<file path="src/rtl/seq_slice_comparator_if.sv">
// seq_slice_comparator_if: operand/result handshake bundle for seq_slice_comparator.
interface seq_slice_comparator_if #(parameter int WIDTH = 32);
  logic             in_valid;
  logic             in_ready;
  logic [WIDTH-1:0] a;
  logic [WIDTH-1:0] b;
  logic             mode_signed;
  logic             out_valid;
  logic             out_ready;
  logic             eq;
  logic             gt;
  logic             lt;
  modport master (
    output in_valid, a, b, mode_signed, out_ready,
    input  in_ready, out_valid, eq, gt, lt
  );
  modport slave (
    input  in_valid, a, b, mode_signed, out_ready,
    output in_ready, out_valid, eq, gt, lt
  );
endinterface

</file>
<file path="src/rtl/seq_slice_comparator.sv">
// seq_slice_comparator: multi-cycle eq/gt/lt compare, one SLICE-bit slice per clock, MSB slice first.
// Define SEQ_CMP_EARLY_EXIT_EN to stop at the first differing slice; otherwise latency is always NS.
module seq_slice_comparator #(
  parameter int WIDTH = 32,
  parameter int SLICE = 8
) (
  input logic clk,
  input logic rst,
  seq_slice_comparator_if.slave bus
);
  localparam int NS = WIDTH / SLICE;
  localparam int IW = NS > 1 ? $clog2(NS) : 1;
  typedef enum logic [1:0] {IDLE, CMP, DONE} state_t;
  state_t           state, state_n;
  logic [WIDTH-1:0] a_q, b_q;
  logic             mode_q;
  logic [IW-1:0]    idx;
  logic             decided;
  logic             eq_q, gt_q, lt_q;
  logic [SLICE-1:0] msk, sa, sb;
  logic             diff, last, exit_cmp, accept;
  // Top slice in signed mode: flipping its MSB turns two's-complement order into unsigned order.
  always_comb begin
    msk      = (mode_q && idx == IW'(NS - 1)) ? (SLICE'(1) << (SLICE - 1)) : '0;
    sa       = SLICE'(a_q >> (SLICE * int'(idx))) ^ msk;
    sb       = SLICE'(b_q >> (SLICE * int'(idx))) ^ msk;
    diff     = sa != sb;
    last     = idx == '0;
`ifdef SEQ_CMP_EARLY_EXIT_EN
    exit_cmp = diff || last;
`else
    exit_cmp = last;
`endif
    accept   = state == IDLE && bus.in_valid;
  end
  always_ff @(posedge clk or posedge rst)
    if (rst) state <= IDLE;
    else state <= state_n;
  always_comb
    state_n = accept                            ? CMP  :
              (state == CMP && exit_cmp)        ? DONE :
              (state == DONE && bus.out_ready)  ? IDLE : state;
  always_comb begin
    bus.in_ready  = state == IDLE;
    bus.out_valid = state == DONE;
    bus.eq        = eq_q;
    bus.gt        = gt_q;
    bus.lt        = lt_q;
  end
  // decided pins the result to the first differing slice when later slices are still scanned.
  always_ff @(posedge clk or posedge rst)
    if (rst) begin
      a_q     <= '0;
      b_q     <= '0;
      mode_q  <= 1'b0;
      idx     <= '0;
      decided <= 1'b0;
      eq_q    <= 1'b0;
      gt_q    <= 1'b0;
      lt_q    <= 1'b0;
    end else if (accept) begin
      a_q     <= bus.a;
      b_q     <= bus.b;
      mode_q  <= bus.mode_signed;
      idx     <= IW'(NS - 1);
      decided <= 1'b0;
      eq_q    <= 1'b0;
      gt_q    <= 1'b0;
      lt_q    <= 1'b0;
    end else if (state == CMP) begin
      if (diff && !decided) begin
        decided <= 1'b1;
        gt_q    <= sa > sb;
        lt_q    <= sa < sb;
      end
      if (exit_cmp && !decided && !diff) eq_q <= 1'b1;
      if (!exit_cmp) idx <= idx - 1'b1;
    end
endmodule

</file>
<file path="src/flat_wrapper.sv">
// flat-port wrapper written by rule: the top's interface ports become plain ports
module seq_slice_comparator_flat 
#(
  parameter int WIDTH = 32,
  parameter int SLICE = 8
)
  (clk, rst, bus_in_valid, bus_a, bus_b, bus_mode_signed, bus_out_ready, bus_in_ready, bus_out_valid, bus_eq, bus_gt, bus_lt);
  seq_slice_comparator_if #(.WIDTH(WIDTH)) bus_i ();
  input logic clk;
  input logic rst;
  input wire logic [$bits(bus_i.in_valid)-1:0] bus_in_valid;
  input wire logic [$bits(bus_i.a)-1:0] bus_a;
  input wire logic [$bits(bus_i.b)-1:0] bus_b;
  input wire logic [$bits(bus_i.mode_signed)-1:0] bus_mode_signed;
  input wire logic [$bits(bus_i.out_ready)-1:0] bus_out_ready;
  output wire logic [$bits(bus_i.in_ready)-1:0] bus_in_ready;
  output wire logic [$bits(bus_i.out_valid)-1:0] bus_out_valid;
  output wire logic [$bits(bus_i.eq)-1:0] bus_eq;
  output wire logic [$bits(bus_i.gt)-1:0] bus_gt;
  output wire logic [$bits(bus_i.lt)-1:0] bus_lt;
  assign bus_i.in_valid = bus_in_valid;
  assign bus_i.a = bus_a;
  assign bus_i.b = bus_b;
  assign bus_i.mode_signed = bus_mode_signed;
  assign bus_i.out_ready = bus_out_ready;
  assign bus_in_ready = bus_i.in_ready;
  assign bus_out_valid = bus_i.out_valid;
  assign bus_eq = bus_i.eq;
  assign bus_gt = bus_i.gt;
  assign bus_lt = bus_i.lt;
  seq_slice_comparator #(.WIDTH(WIDTH), .SLICE(SLICE)) u_core (.clk(clk), .rst(rst), .bus(bus_i));
endmodule
</file>
<file path="config.mk">
export PLATFORM = sky130hd
export DESIGN_NAME = seq_slice_comparator_flat
export DESIGN_NICKNAME = d
export VERILOG_FILES = /design/src/rtl/seq_slice_comparator_if.sv /design/src/rtl/seq_slice_comparator.sv /design/src/flat_wrapper.sv
export SDC_FILE = /design/constraint.sdc
export NUM_CORES = 1
export LEC_CHECK = 0
export CORE_MARGIN = 5
export CORE_UTILIZATION = 30
export DETAILED_ROUTE_END_ITERATION = 10
export PLACE_DENSITY_LB_ADDON = 0.08
export SKIP_CTS_REPAIR_TIMING = 1
export SYNTH_ARGS = -nofsm -noshare
export SYNTH_HDL_FRONTEND = slang
export SYNTH_SLANG_ARGS = --single-unit
export TNS_END_PERCENT = 10
</file>
<file path="constraint.sdc">
create_clock -name clk -period 5.5 [get_ports clk]
set_clock_uncertainty 0.1 [all_clocks]
set_input_delay 1.375 -clock clk [delete_from_list [all_inputs] [get_ports clk]]
set_output_delay 1.375 -clock clk [all_outputs]
set_load 0.05 [all_outputs]
</file>
==> impl_metrics.toml, run 1 <==
[global_route]
first_global_vias = 2314
grt_max_degree = 71
grt-busiest-layer = "met2"
antenna_found_initial = 0
grt.total_usage_pct = 11.81
grt_pass1_wl_mm = 12.04
overflow = 0
grtUsageMet2_pct = 18.48
met1_usage_pct = 15.56
use_met3_pct = 3.650

[cells_and_area]
layoutNonFillerInstCount = 448
fin_nets = 382
antenna_cells = 0
num-fill-cells = 1116
layout_common_cells = "clkdlybuf4s50_1, dfrtp_1, mux2_2, mux4_2, inv_1"
syn_to_final_growth_pct = 31.54
drive_gt1_share_pct = 28.85

[logic_synthesis]
yosysWarnings = 0
synth_cells = 229
ys_ff_latch = 73
synth_area_leaders = "dfrtp_1, mux2_2, mux4_2"
ys_seq_area_share_pct = 52.99
synth.largest_area_cell = "dfrtp_1"
synth_cell_types = 27
syn_area_per_cell_sq_um = 15.05
yosys.area.top_type_share_pct = 52.99
syn_area_sq_mm = 0.003447
synth_fp_nets = 308

[drt]
totalWireLength_mm = 7.367
first_iter_violations = 52
via_per_inst = 4.623
vias = 2071
route.detailed.drc = 0
ant_nets = 0
dr.pass1.iters = 4
wl_per_cell_um = 16.44

[cts]
cts_sinks = 73
cts-buffers-inserted = 9
cts.clk_slew.worst_paths_ns = 0.05
insertion_delay_ns = 0.32
clock_path_buffers = 2
h-tree-depth = 3
tritoncts = "yes"
cts-root-buf = "clkbuf_16"

[timing]
rsz0062_at_grt = "false"
setup_tns_ns = 0
period_minus_slack_ns = 3.265
hold_ws_ns = 0.3788
slew_headroom_pct = 35.98
tightestPinTransition_ns = 0.9603
final_max_slew_viol_count = 0
finalHoldViolCount = 0
max_freq_ghz = 0.3062
fin_ws_ns = 2.235
setup_viol = 0
finalCritPeriodShare_pct = 59.37

[critical_path]
cp_data_arrival_time_ns = 1.79
r2r_cells = 8
timing.rr.end = "u_core.bus.lt"
critical-path-top-delay-family = "buffers and inverters"
rrSetupSlack_ns = 2.24
worstSetupEndpointType = "output port"
rr_startpoint = "u_core.idx[0]"
crit_type = "reg -> out"
cp_slowest_cell = "clkdlybuf4s50_1"
start_kind = "flop"
cp_cell_sequence = "nor2b_1 -> clkdlybuf4s50_1"
crit_buf_inv = 1
critPathMaxFanout = 8
cp.required_ns = 4.03
critPathMaxStageDelay_ns = 0.81

[hold_path]
min_from = "u_core.b_q[19]"
min_path_cells = 1
min_path_type = "reg -> reg"
hold_end = "u_core.b_q[19]"

[die]
io_pins = 74
dieWidth_um = 117.2
fp.dieH_um = 117.2
row_count = 39
die_area_sq_mm = 0.01373
core_sq_mm = 0.01132
start_util_pct = 30.45

[status]
status = "finished, final reports clean"

[flow_run]
drv_cap = 0

[placement]
dp_hpwl_mm = 5.146
gp_congestion = 0.7021
portBuffers = 73
dpl_worst_slack_ns = 2.027
post-place-cells = 435

[power]
powerDensity_mw_per_mm2 = 590.5
p_leak_uw = 0.001875
max-vdd-ir-drop_v = 0.0003834
total_power_uw = 2677
-- synth_stat cells --
master	number
inv_1	13
a22o_1	1
a311oi_1	1
a21o_1	1
ha_1	10
o21ai_0	1
nor2_1	9
mux2_2	55
xnor2_1	1
buf_4	1
a21oi_1	9
nand3b_1	1
o221ai_1	1
mux2_1	11
buf_6	8
a31oi_1	1
nand4_1	2
mux4_2	16
nor3b_4	1
xor2_1	1
clkbuf_1	1
dfrtp_1	73
nor2b_1	1
nor3b_1	1
nand2_1	2
buf_2	3
nand2b_1	4
-- logic make-up after synthesis --
logic type	after synthesis	share of synthesized area, %
XOR/XNOR	2	0.5083
flip-flops	73	52.99
multiplexers	82	32.01
AO/OA/AOI/OAI	15	2.614
buffers and inverters	26	4.791
adder cells (fa/ha/maj)	10	3.630
AND/OR/NAND/NOR	21	3.448
-- state kept, by name (all words and copies together) (netlist names) --
| register | cells |
|---|---|
| u_core.b_q | 32 |
| u_core.state | 2 |
| u_core.mode_q | 1 |
| u_core.bus.lt | 1 |
| u_core.decided | 1 |
| u_core.bus.eq | 1 |
| u_core.bus.gt | 1 |
| u_core.idx | 2 |
| u_core.a_q | 32 |
-- stage by stage --
stage               cell area [sq um]  util [%]
floorplan                        3447         -
global placement                 4264     37.67
detailed placement               4264     37.67
CTS                              4534     40.05
global route                     4534     40.05
finish                           4534     40.05
-- area by class of cell --
type,count,area [sq um],share of cell area (%)
Timing Repair Buffer,76,753.2,16.61
Sequential cell,73,1827,40.29
Tap cell,143,178.9,3.946
Inverter,13,50.05,1.104
Clock buffer,13,270.3,5.960
Multi-Input combinational cell,130,1455,32.09
-- where the power goes --
part           leakage, uW  internal [uW]  switching (uW)  total [uW]
registers         0.000861            812             192        1000
logic             0.000880            662             479        1140
clock network     0.000134            335             198         533
-- worst max path at each step --
stage,from,endpoint,slack [ns],depth (start not counted)
3_5_place_dp,bus_in_valid,u_core.a_q[13],2.03,4
4_1_cts,u_core.idx[0],u_core.bus.lt,2.15,8
6_report,u_core.state[1],bus_out_valid,2.23,2
3_3_place_gp,bus_in_valid,u_core.a_q[20],2.04,4
5_1_grt,u_core.idx[0],u_core.bus.lt,1.94,8
2_1_floorplan,rst,u_core.a_q[0],2.17,1
-- per-layer routing --
metal | up-vias | part of all wire, % | wire length [um]
li1 | 983 | - | -
met1 | 1036 | 46 | 3353
met2 | 46 | 48 | 3531
met3 | 6 | 5.4 | 396
met4 | 0 | 1.2 | 85
met5 | - | 0 | 0
Note: power is estimated with default switching activity, not from simulation.
==> run 2: changes to the inputs <==
==> constraint.sdc (replaced) <==
create_clock -name clk -period 2.7 [get_ports clk]
set_clock_uncertainty 0.1 [all_clocks]
set_input_delay 0.675 -clock clk [delete_from_list [all_inputs] [get_ports clk]]
set_output_delay 0.675 -clock clk [all_outputs]
set_load 0.05 [all_outputs]
==> impl_metrics.toml, run 2 (synthesis gave the netlist of run 1 again) <==
[status]
status = "finished, final reports clean"

[drt]
first_iter_violations = 54
ant_nets = 0
route.detailed.drc = 0
vias = 2101
totalWireLength_mm = 7.489
dr.pass1.iters = 4
wl_per_cell_um = 16.39
via_per_inst = 4.597

[critical_path]
cp_data_arrival_time_ns = 1.78
timing.rr.end = "u_core.bus.lt"
r2r_cells = 8
rr_startpoint = "u_core.idx[0]"
worstSetupEndpointType = "output port"
cp.required_ns = 1.92
critPathMaxFanout = 9
crit_type = "reg -> out"
rrSetupSlack_ns = 0.21
start_kind = "flop"

[timing]
slew_headroom_pct = 65.66
finalHoldViolCount = 0
setup_viol = 0
setup_tns_ns = 0
final_max_slew_viol_count = 0
finalCritPeriodShare_pct = 94.56
tightestPinTransition_ns = 0.5135
period_minus_slack_ns = 2.553
max_freq_ghz = 0.3917
rsz0062_at_grt = "false"

[placement]
gp_congestion = 0.7083
placed_cell_area_sq_mm = 0.004372
portBuffers = 73
dp_hpwl_mm = 5.475

[die]
io_pins = 74
die_area_sq_mm = 0.01373
dieWidth_um = 117.2
start_util_pct = 30.45
row_count = 39
core_sq_mm = 0.01132
fp.dieH_um = 117.2

[power]
max-vdd-ir-drop_v = 0.0005161
total_power_uw = 5726
p_leak_uw = 0.001928
powerDensity_mw_per_mm2 = 1225

[cells_and_area]
final_core_util_pct = 41.30
reg.largest.list = "u_core.a_q: 32 flops, u_core.b_q: 32 flops"
num-fill-cells = 1104
drive_gt1_share_pct = 31.85
layout_common_cells = "clkdlybuf4s50_1, dfrtp_1, mux2_2, mux4_2, inv_1"
mostFrequentLayoutCell = "clkdlybuf4s50_1"
final_cell_area_sq_mm = 0.004676
syn_to_final_growth_pct = 35.64
regArea_sq_mm = 0.001828
multi_input_area_sq_mm = 0.001461
fin_nets = 388
antenna_cells = 0

[cts]
insertion_delay_ns = 0.33
cts-buffers-inserted = 9
cts-root-buf = "clkbuf_16"
h-tree-depth = 3
clock_path_buffers = 2
cts_sinks = 73
tritoncts = "yes"
cts.clk_slew.worst_paths_ns = 0.06

[hold_path]
min_from = "u_core.b_q[17]"
min_path_cells = 1
min_path_type = "reg -> reg"
hold_end = "u_core.b_q[17]"

[global_route]
grt_max_degree = 41
antenna_found_initial = 0
first_global_vias = 2272
grt_pass1_wl_mm = 12.19
overflow = 0
grt.total_usage_pct = 11.94

[flow_run]
drv_cap = 0
==> run 2: cell types whose count changed in the layout (fill, tap and decap cells not counted), moves of 2 or more <==
cell,before,now
clkbuf_8,3,0
clkinv_2,1,3
clkinvlp_4,0,3
buf_12,0,5
==> run 2: worst max path at each step <==
stage                    start             to  slack [ns]  cells after the start
3_3_place_gp     u_core.idx[0]  u_core.bus.lt        0.23                      8
4_1_cts        u_core.state[0]  bus_out_valid        0.12                      2
3_5_place_dp     u_core.idx[0]  u_core.bus.lt        0.16                      8
5_1_grt          u_core.idx[0]  u_core.bus.lt        0.06                      8
2_1_floorplan              rst  u_core.a_q[0]        0.07                      1
6_report       u_core.state[0]  bus_out_valid        0.15                      2
==> run 2: worst max-delay path, stage by stage (launching register included) <==
cell	delay, ns
dfrtp_1	0.49
nor2b_1	0.15
clkdlybuf4s50_1	0.81
==> run 2: cell type report <==
cell class	instances	share of cell area (%)
clock inverter	7	1.525
timing repair buffer	82	18.41
sequential	73	39.10
tap	143	3.827
multi-input combinational	130	31.26
inverter	13	1.070
clock buffer	9	4.817
==> run 2: metal layers <==
metal,share of wire (%),up-vias,wire [um],GRT usage [%]
li1,-,992,-,-
met2,49,43,3694,18.78
met4,1.3,0,97,4.128
met3,4.4,7,333,3.496
met1,45,1059,3364,15.80
met5,0,-,0,0
==> run 2: power breakdown <==
part | internal (uW) | switching (uW)
sequential | 1660 | 307
clock | 713 | 457
combinational | 1460 | 1130
total | 3830 | 1890
==> run 2: metrics by stage <==
stage	instances	hold WS (ns)	setup slack, ns
6_report	457	0.3850	0.1468
5_1_grt	457	0.4104	0.05731
2_1_floorplan	229	0.3524	0.07173
3_5_place_dp	441	0.3727	0.1581
4_1_cts	457	0.3860	0.1226
3_3_place_gp	441	0.3674	0.2302
